$ cat src/rtl/next_pc_unit.sv
// Registered fetch-PC generator. It handles sequential advance, stall, and EX-stage redirects (jr > jmp > branch).
// A small circular return-address stack supplies jr $ra targets.
module next_pc_unit #(
    parameter int          ADDR_W    = 32,
    parameter logic [31:0] RESET_PC  = 32'h0000_0000,
    parameter int          RAS_DEPTH = 4
) (
    input  logic                           clk,
    input  logic                           rst_n,
    input  logic                           stall,
    input  logic [ADDR_W-1:0]              ex_pc4,
    input  logic [31:0]                    ex_offset,
    input  logic [25:0]                    ex_index,
    input  logic                           br_taken,
    input  logic                           jmp,
    input  logic                           jal,
    input  logic                           jr,
    input  logic                           use_ras,
    input  logic [ADDR_W-1:0]              jr_target,
    output logic [ADDR_W-1:0]              pc_o,
    output logic [ADDR_W-1:0]              pc4_o,
    output logic                           flush_o,
    output logic                           ras_miss_o,
    output logic [$clog2(RAS_DEPTH):0]     ras_count_o
);

    localparam int PW = $clog2(RAS_DEPTH);
    localparam int CW = PW + 1;
    localparam logic [CW-1:0] FULL = CW'(RAS_DEPTH);

    logic [ADDR_W-1:0] pc_q, pc_nxt;
    logic              flush_q, miss_q;
    logic [PW-1:0]     tp_q, tp_nxt, wr_idx;
    logic [CW-1:0]     cnt_q, cnt_nxt;
    logic [ADDR_W-1:0] ras [RAS_DEPTH];

    logic [ADDR_W-1:0] off_ext, br_tgt, jmp_tgt, jr_tgt, ras_top;
    logic              redirect, push, pop, empty;

    // Signed cast sign-extends or truncates the immediate to ADDR_W before scaling.
    assign off_ext = ADDR_W'($signed(ex_offset));
    assign br_tgt  = ex_pc4 + (off_ext << 2);

    generate
        if (ADDR_W > 28) begin : g_jmp_hi
            assign jmp_tgt = {ex_pc4[ADDR_W-1:28], ex_index, 2'b00};
        end else begin : g_jmp_lo
            assign jmp_tgt = {ex_index, 2'b00};
        end
    endgenerate

    assign empty    = (cnt_q == '0);
    assign ras_top  = ras[tp_q];
    assign push     = jal && (jmp || jr);
    assign pop      = jr && use_ras;
    assign jr_tgt   = (use_ras && !empty) ? ras_top : jr_target;
    assign redirect = jr || jmp || br_taken;

    always_comb begin
        pc_nxt = pc_q + ADDR_W'(4);
        if (jr)            pc_nxt = jr_tgt;
        else if (jmp)      pc_nxt = jmp_tgt;
        else if (br_taken) pc_nxt = br_tgt;
        else if (stall)    pc_nxt = pc_q;
    end

    // A jalr that hits the stack swaps the top in place; a miss-plus-push behaves as a plain push.
    always_comb begin
        tp_nxt  = tp_q;
        cnt_nxt = cnt_q;
        wr_idx  = tp_q + 1'b1;
        if (push && pop && !empty) begin
            wr_idx = tp_q;
        end else if (push) begin
            tp_nxt  = tp_q + 1'b1;
            cnt_nxt = (cnt_q == FULL) ? FULL : cnt_q + 1'b1;
        end else if (pop && !empty) begin
            tp_nxt  = tp_q - 1'b1;
            cnt_nxt = cnt_q - 1'b1;
        end
    end

    always_ff @(posedge clk) begin
        if (!rst_n) begin
            pc_q    <= ADDR_W'(RESET_PC);
            flush_q <= 1'b0;
            miss_q  <= 1'b0;
            tp_q    <= '0;
            cnt_q   <= '0;
        end else begin
            pc_q    <= pc_nxt;
            flush_q <= redirect;
            miss_q  <= pop && empty;
            tp_q    <= tp_nxt;
            cnt_q   <= cnt_nxt;
        end
    end

    always_ff @(posedge clk) begin
        if (rst_n && push) ras[wr_idx] <= ex_pc4;
    end

    assign pc_o        = pc_q;
    assign pc4_o       = pc_q + ADDR_W'(4);
    assign flush_o     = flush_q;
    assign ras_miss_o  = miss_q;
    assign ras_count_o = cnt_q;

endmodule

$ cat config.mk
export PLATFORM = sky130hd
export DESIGN_NAME = next_pc_unit
export DESIGN_NICKNAME = d
export VERILOG_FILES = /design/src/rtl/next_pc_unit.sv
export SDC_FILE = /design/constraint.sdc
export NUM_CORES = 1
export LEC_CHECK = 0
export CAP_MARGIN = 20
export CORE_MARGIN = 10
export CORE_UTILIZATION = 52
export CTS_CLUSTER_DIAMETER = 150
export DETAILED_ROUTE_END_ITERATION = 12
export GPL_ROUTABILITY_DRIVEN = 0
export PLACE_DENSITY = 0.8
export SLEW_MARGIN = 20
export SYNTH_ARGS = -nofsm -noshare
export SYNTH_HDL_FRONTEND = slang
export SYNTH_SLANG_ARGS = --single-unit
$ cat constraint.sdc
create_clock -name clk -period 7.8 [get_ports clk]
set_clock_uncertainty 0.15 [all_clocks]
set_input_delay 1.17 -clock clk [delete_from_list [all_inputs] [get_ports clk]]
set_output_delay 1.17 -clock clk [all_outputs]
set_load 0.01 [all_outputs]
==> results of run 1 <==
worst max-delay path: stages (launching register included):
cell and delay [ps]:
dfxtp_1 450, and3_1 260, nand4_1 480, nor3_2 520, and3_1 240, xor2_1 290, clkdlybuf4s50_1 610
kinds of logic (layout without fill, tap and decap cells):
| group | after synthesis | in the layout | share of synthesized area [%] |
|---|---|---|---|
| fa+ha+maj | 34 | 34 | 4.53 |
| xor+xnor | 45 | 45 | 4.12 |
| buf+inv | 79 | 266 | 3.36 |
| simple gates | 212 | 212 | 11.0 |
| compound gates | 230 | 230 | 15.7 |
| mux | 75 | 75 | 12.5 |
| flops | 169 | 169 | 48.8 |
metal layers:
metal	track usage, %	vias to the layer above	part of all wire (%)
li1	-	3619	-
met2	39.0	429	47
met3	6.48	64	9.5
met5	0	-	0
met4	8.47	0	2.8
met1	33.0	3960	41
worst paths after layout:
kind / start / end / cells after the start
min reg2reg: pc_o[2] / pc_o[2] / 2
max reg2reg: pc_o[2] / pc_o[31] / 7
max: pc_o[2] / pc4_o[23] / 6
min: pc_o[2] / pc_o[2] / 2
through the flow:
step                power [W]  area [um2]  instances
floorplan             0.00141        9560        844
global placement      0.00166       11700       1226
detailed placement    0.00168       11700       1226
CTS                   0.00251       12300       1258
global route          0.00260       12300       1260
finish                0.00251       12300       1260
sequential cells by signal, summed over array words and instances (netlist names), named ones only:
signal and cells:
tp_q 2, flush_o 1, pc_o 32, ras 128, ras_count_o 3, ras_miss_o 1
cell usage in the layout, fill, tap and decap left out, types with 19 or more instances in the layout:
| master | netlist | final |
|---|---|---|
| inv_1 | 25 | 25 |
| nor2_1 | 42 | 39 |
| clkdlybuf4s50_1 | 0 | 195 |
| edfxtp_1 | 128 | 128 |
| nand3_1 | 19 | 19 |
| xnor2_1 | 22 | 22 |
| nand2_1 | 67 | 67 |
| dfxtp_1 | 41 | 40 |
| o21ai_0 | 55 | 55 |
| mux2_2 | 29 | 29 |
| a21oi_1 | 56 | 56 |
| mux4_2 | 31 | 31 |
| xor2_1 | 23 | 23 |
| ha_1 | 33 | 33 |
report_power, final:
part,internal [W],total [W],switching [W]
Combinational,0.000301,0.000614,0.000314
Sequential,0.00101,0.00106,0.0000418
Clock,0.000465,0.000839,0.000374
Total,0.00178,0.00251,0.000729
area by class of cell:
class / count / share of cell area, %
clock buffer: 19 / 3.67
tap: 229 / 2.32
sequential: 169 / 37.8
multi-input combinational: 596 / 37.3
clock inverter: 13 / 1.09
timing repair buffer: 209 / 17.0
inverter: 25 / 0.761
==> results.yml, run 1 <==
grt:
  antenna_found_initial: 0
  grt_pass1_wl_um: 46600
  grt_overflow: 0
  first_global_vias: 8016
  grt_max_degree: 46
  globalRouteTotalUtil_pct: 24.9
final_layout:
  multi_input_area_um2: 4600
  fillers: 1322
  nets: 1182
  area_delta_synth_final_pct: 29.0
  diodes: 0
  post-route-util_pct: 68.4
  seq_area_um2: 4670
  drive_gt1_share_pct: 11.3
clock_network:
  numCtsBuffers: 17
  hold_buffers: 0
  cts_sinks: 169
  cts_root_buf: "clkbuf_16"
  post_cts_resize_count: 0
  clk_pin_slew_ps: 70
  cts_setup_buffers: 0
  worstSkewPairLatency_ps: 430
  ctsHtreeMaxLevel: 4
  cts_buffer_depth: 2
  cts_tree: "yes"
pwr:
  p_leak_nw: 4.42
  ir_drop_uv: 174
  powerDensity_nw_per_um2: 204
yosys:
  synth_top_area_share_pct: 40.2
  syn_nets: 1008
  async_flop_share_pct: 0
  seq_area_frac_synth_pct: 48.8
  yosysMostFrequentCell: "edfxtp_1"
  synth_area_leaders: "edfxtp_1, dfxtp_1, mux4_2, ha_1, mux2_2"
  synth-edff-count: 128
  synth_ff_type: "edfxtp_1"
  syn_avg_cell_area_um2: 11.3
  synth.largest_area_cell: "edfxtp_1"
  yosys_warnings: 0
  netlist-cell-type-count: 70
  synth_area_um2: 9560
  netlist_instances: 844
  ys_seq_elements: 169
  synth_commonest_cells: "edfxtp_1, nand2_1, a21oi_1"
routing:
  vias: 8072
  wl_um: 30800
  drc: 0
  drtIter0Drc: 974
  post_drt_wl_per_cell_um: 24.4
  firstDrtPassIters: 8
  vias_per_cell: 6.41
  ant_nets: 0
die:
  die_area_um2: 24200
  die_h_um: 156
  rows: 49
  start_util_pct: 53.0
  die_w_um: 156
  coreArea_um2: 18000
  io_pins: 199
sta:
  setup_viol: 0
  finalWorstSetupSlack_ps: 3190
  rsz0062_at_grt: "no"
  hold_slack_ps: 415
  hold_viol: 0
  fmax_mhz: 217
  slew_viol_final: 0
  relSlewSlack_pct: 36.7
  layout_min_cycle_time_ps: 4610
  fin_crit_sh_pct: 59.1
  tightest_slew_ps: 948
  finalSetupTns_ps: 0
placement:
  post-place-ws_ps: 3310
  portBuffers: 196
  dp_hpwl_um: 22000
setup_path:
  cp-end-kind: "output port"
  crit_arrival_ps: 3290
  cp.required_ps: 6480
  critPathLaunchType: "register"
  critPathKind: "reg -> out"
  rrSetupSlack_ps: 4800
  crit_path_max_fanout: 8
outcome:
  status: "completed"
job:
  maxCapViolCount: 0
hold_path:
  hold_class: "reg -> reg"
Power figures use the tool's default switching activity.
==> run 2, diff against run 1 <==
==> constraint.sdc (replaced) <==
create_clock -name clk -period 4.5 [get_ports clk]
set_clock_uncertainty 0.15 [all_clocks]
set_input_delay 0.675 -clock clk [delete_from_list [all_inputs] [get_ports clk]]
set_output_delay 0.675 -clock clk [all_outputs]
set_load 0.01 [all_outputs]
==> results.yml, run 2 (synthesis results as in run 1) <==
outcome:
  status: "completed"
final_layout:
  seq_area_um2: 4670
  diodes: 0
  nets: 1190
  area_delta_synth_final_pct: 28.7
  drive_gt1_share_pct: 11.8
  top_register: "ras"
  layout_commonest_cell: "clkdlybuf4s50_1"
  multi_input_area_um2: 4600
  final_cell_mix: "clkdlybuf4s50_1, edfxtp_1, nand2_1"
  fillers: 1342
  post-route-util_pct: 68.2
  largest_register_ffs: 128
  final_area_um2: 12300
setup_path:
  worstRegToRegCells: 9
  crit_cells: 7
  crit_path_max_fanout: 8
  critPathKind: "reg -> out"
  cp-end-kind: "output port"
  crit_arrival_ps: 3200
  crit_buf_inv: 1
  path_cells: "ha_1 > and3_1 > nand3_1 > nor3_1 > nand4_1 > xnor2_1 > clkdlybuf4s50_1"
  crit_family: "simple AND/OR/NAND/NOR gates"
  crit_end: "pc4_o[24]"
  critPathLaunch: "pc_o[2]"
  cp_slowest_cell: "clkdlybuf4s50_1"
  cp.required_ps: 3670
  slowest_delay_ps: 620
  rrSetupSlack_ps: 1540
  worstReg2RegEnd: "pc_o[10]"
  critPathLaunchType: "register"
  rr_startpoint: "ras_count_o[0]"
grt:
  antenna_found_initial: 0
  globalRouteTotalUtil_pct: 25.3
  grt_pass1_wl_um: 47700
  first_global_vias: 8197
  grt_overflow: 0
  grt_max_degree: 45
clock_network:
  worstSkewPairLatency_ps: 430
  cts_setup_buffers: 0
  cts_root_buf: "clkbuf_16"
  cts_tree: "yes"
  numCtsBuffers: 17
  post_cts_resize_count: 0
  ctsHtreeMaxLevel: 4
  clk_pin_slew_ps: 70
  cts_buffer_depth: 2
  cts_sinks: 169
  hold_buffers: 0
job:
  maxCapViolCount: 0
routing:
  drc: 0
  firstDrtPassIters: 6
  wl_um: 31100
  drtIter0Drc: 989
  post_drt_wl_per_cell_um: 24.5
  vias_per_cell: 6.34
  vias: 8042
  ant_nets: 0
pwr:
  p_leak_nw: 4.42
  ir_drop_uv: 299
  powerDensity_nw_per_um2: 346
die:
  die_h_um: 156
  rows: 49
  io_pins: 199
  start_util_pct: 53.0
  coreArea_um2: 18000
  die_w_um: 156
  die_area_um2: 24200
sta:
  setup_viol: 0
  tightest_slew_ps: 1020
  rsz0062_at_grt: "no"
  finalSetupTns_ps: 0
  layout_min_cycle_time_ps: 4020
  fin_crit_sh_pct: 89.4
  slew_viol_final: 0
  hold_viol: 0
  fmax_mhz: 249
  relSlewSlack_pct: 32.1
hold_path:
  hold_class: "reg -> reg"
  min_path_cells: 2
placement:
  dp_hpwl_um: 22600
  dpl-instance-area_um2: 11800
  portBuffers: 196
## run 2: layout make-up
cell class              count  share of cell area, %
clock buffers              20                   3.63
inverters                  25                  0.763
clock inverters            12                  0.743
repair buffers            217                   17.2
flip-flops and latches    169                   37.9
well taps                 229                   2.33
multi-input cells         596                   37.4
## run 2: how the worst min path moves through the flow
stage | startpoint | end | slack (ps)
2_1_floorplan | pc_o[2] | pc_o[2] | 380
4_1_cts | pc_o[2] | pc_o[2] | 410
5_1_grt | pc_o[2] | pc_o[2] | 440
6_report | pc_o[2] | pc_o[2] | 410
3_3_place_gp | pc_o[2] | pc_o[2] | 400
3_5_place_dp | pc_o[2] | pc_o[2] | 400
## run 2: where the power goes
group / total, W / switching (W) / internal, W
Combinational: 0.00105 / 0.000526 / 0.000522
Clock: 0.00136 / 0.000630 / 0.000726
Sequential: 0.00185 / 0.0000884 / 0.00176
## run 2: tightest hold or removal path, delay by kind of cell, from the launching register on
kind            cells  cell delay, ps
compound gates      1              60
flops               1             370
simple gates        1              80
## run 2: through the flow
step / total power [W] / hold slack (ps) / instances / setup WS [ps]
2_1_floorplan: 0.00245 / 380 / 844 / -1010
3_3_place_gp: 0.00289 / 396 / 1236 / 616
3_5_place_dp: 0.00291 / 405 / 1236 / 531
4_1_cts: 0.00425 / 414 / 1268 / 513
5_1_grt: 0.00441 / 442 / 1268 / 325
6_report: 0.00425 / 413 / 1268 / 477
## run 2: per-layer routing
layer | GRT usage, % | vias up | share of wire (%)
met4 | 9.22 | 0 | 3.0
met1 | 33.1 | 3868 | 40
met5 | 0 | - | 0
li1 | - | 3630 | -
met3 | 6.15 | 62 | 10
met2 | 40.1 | 482 | 46
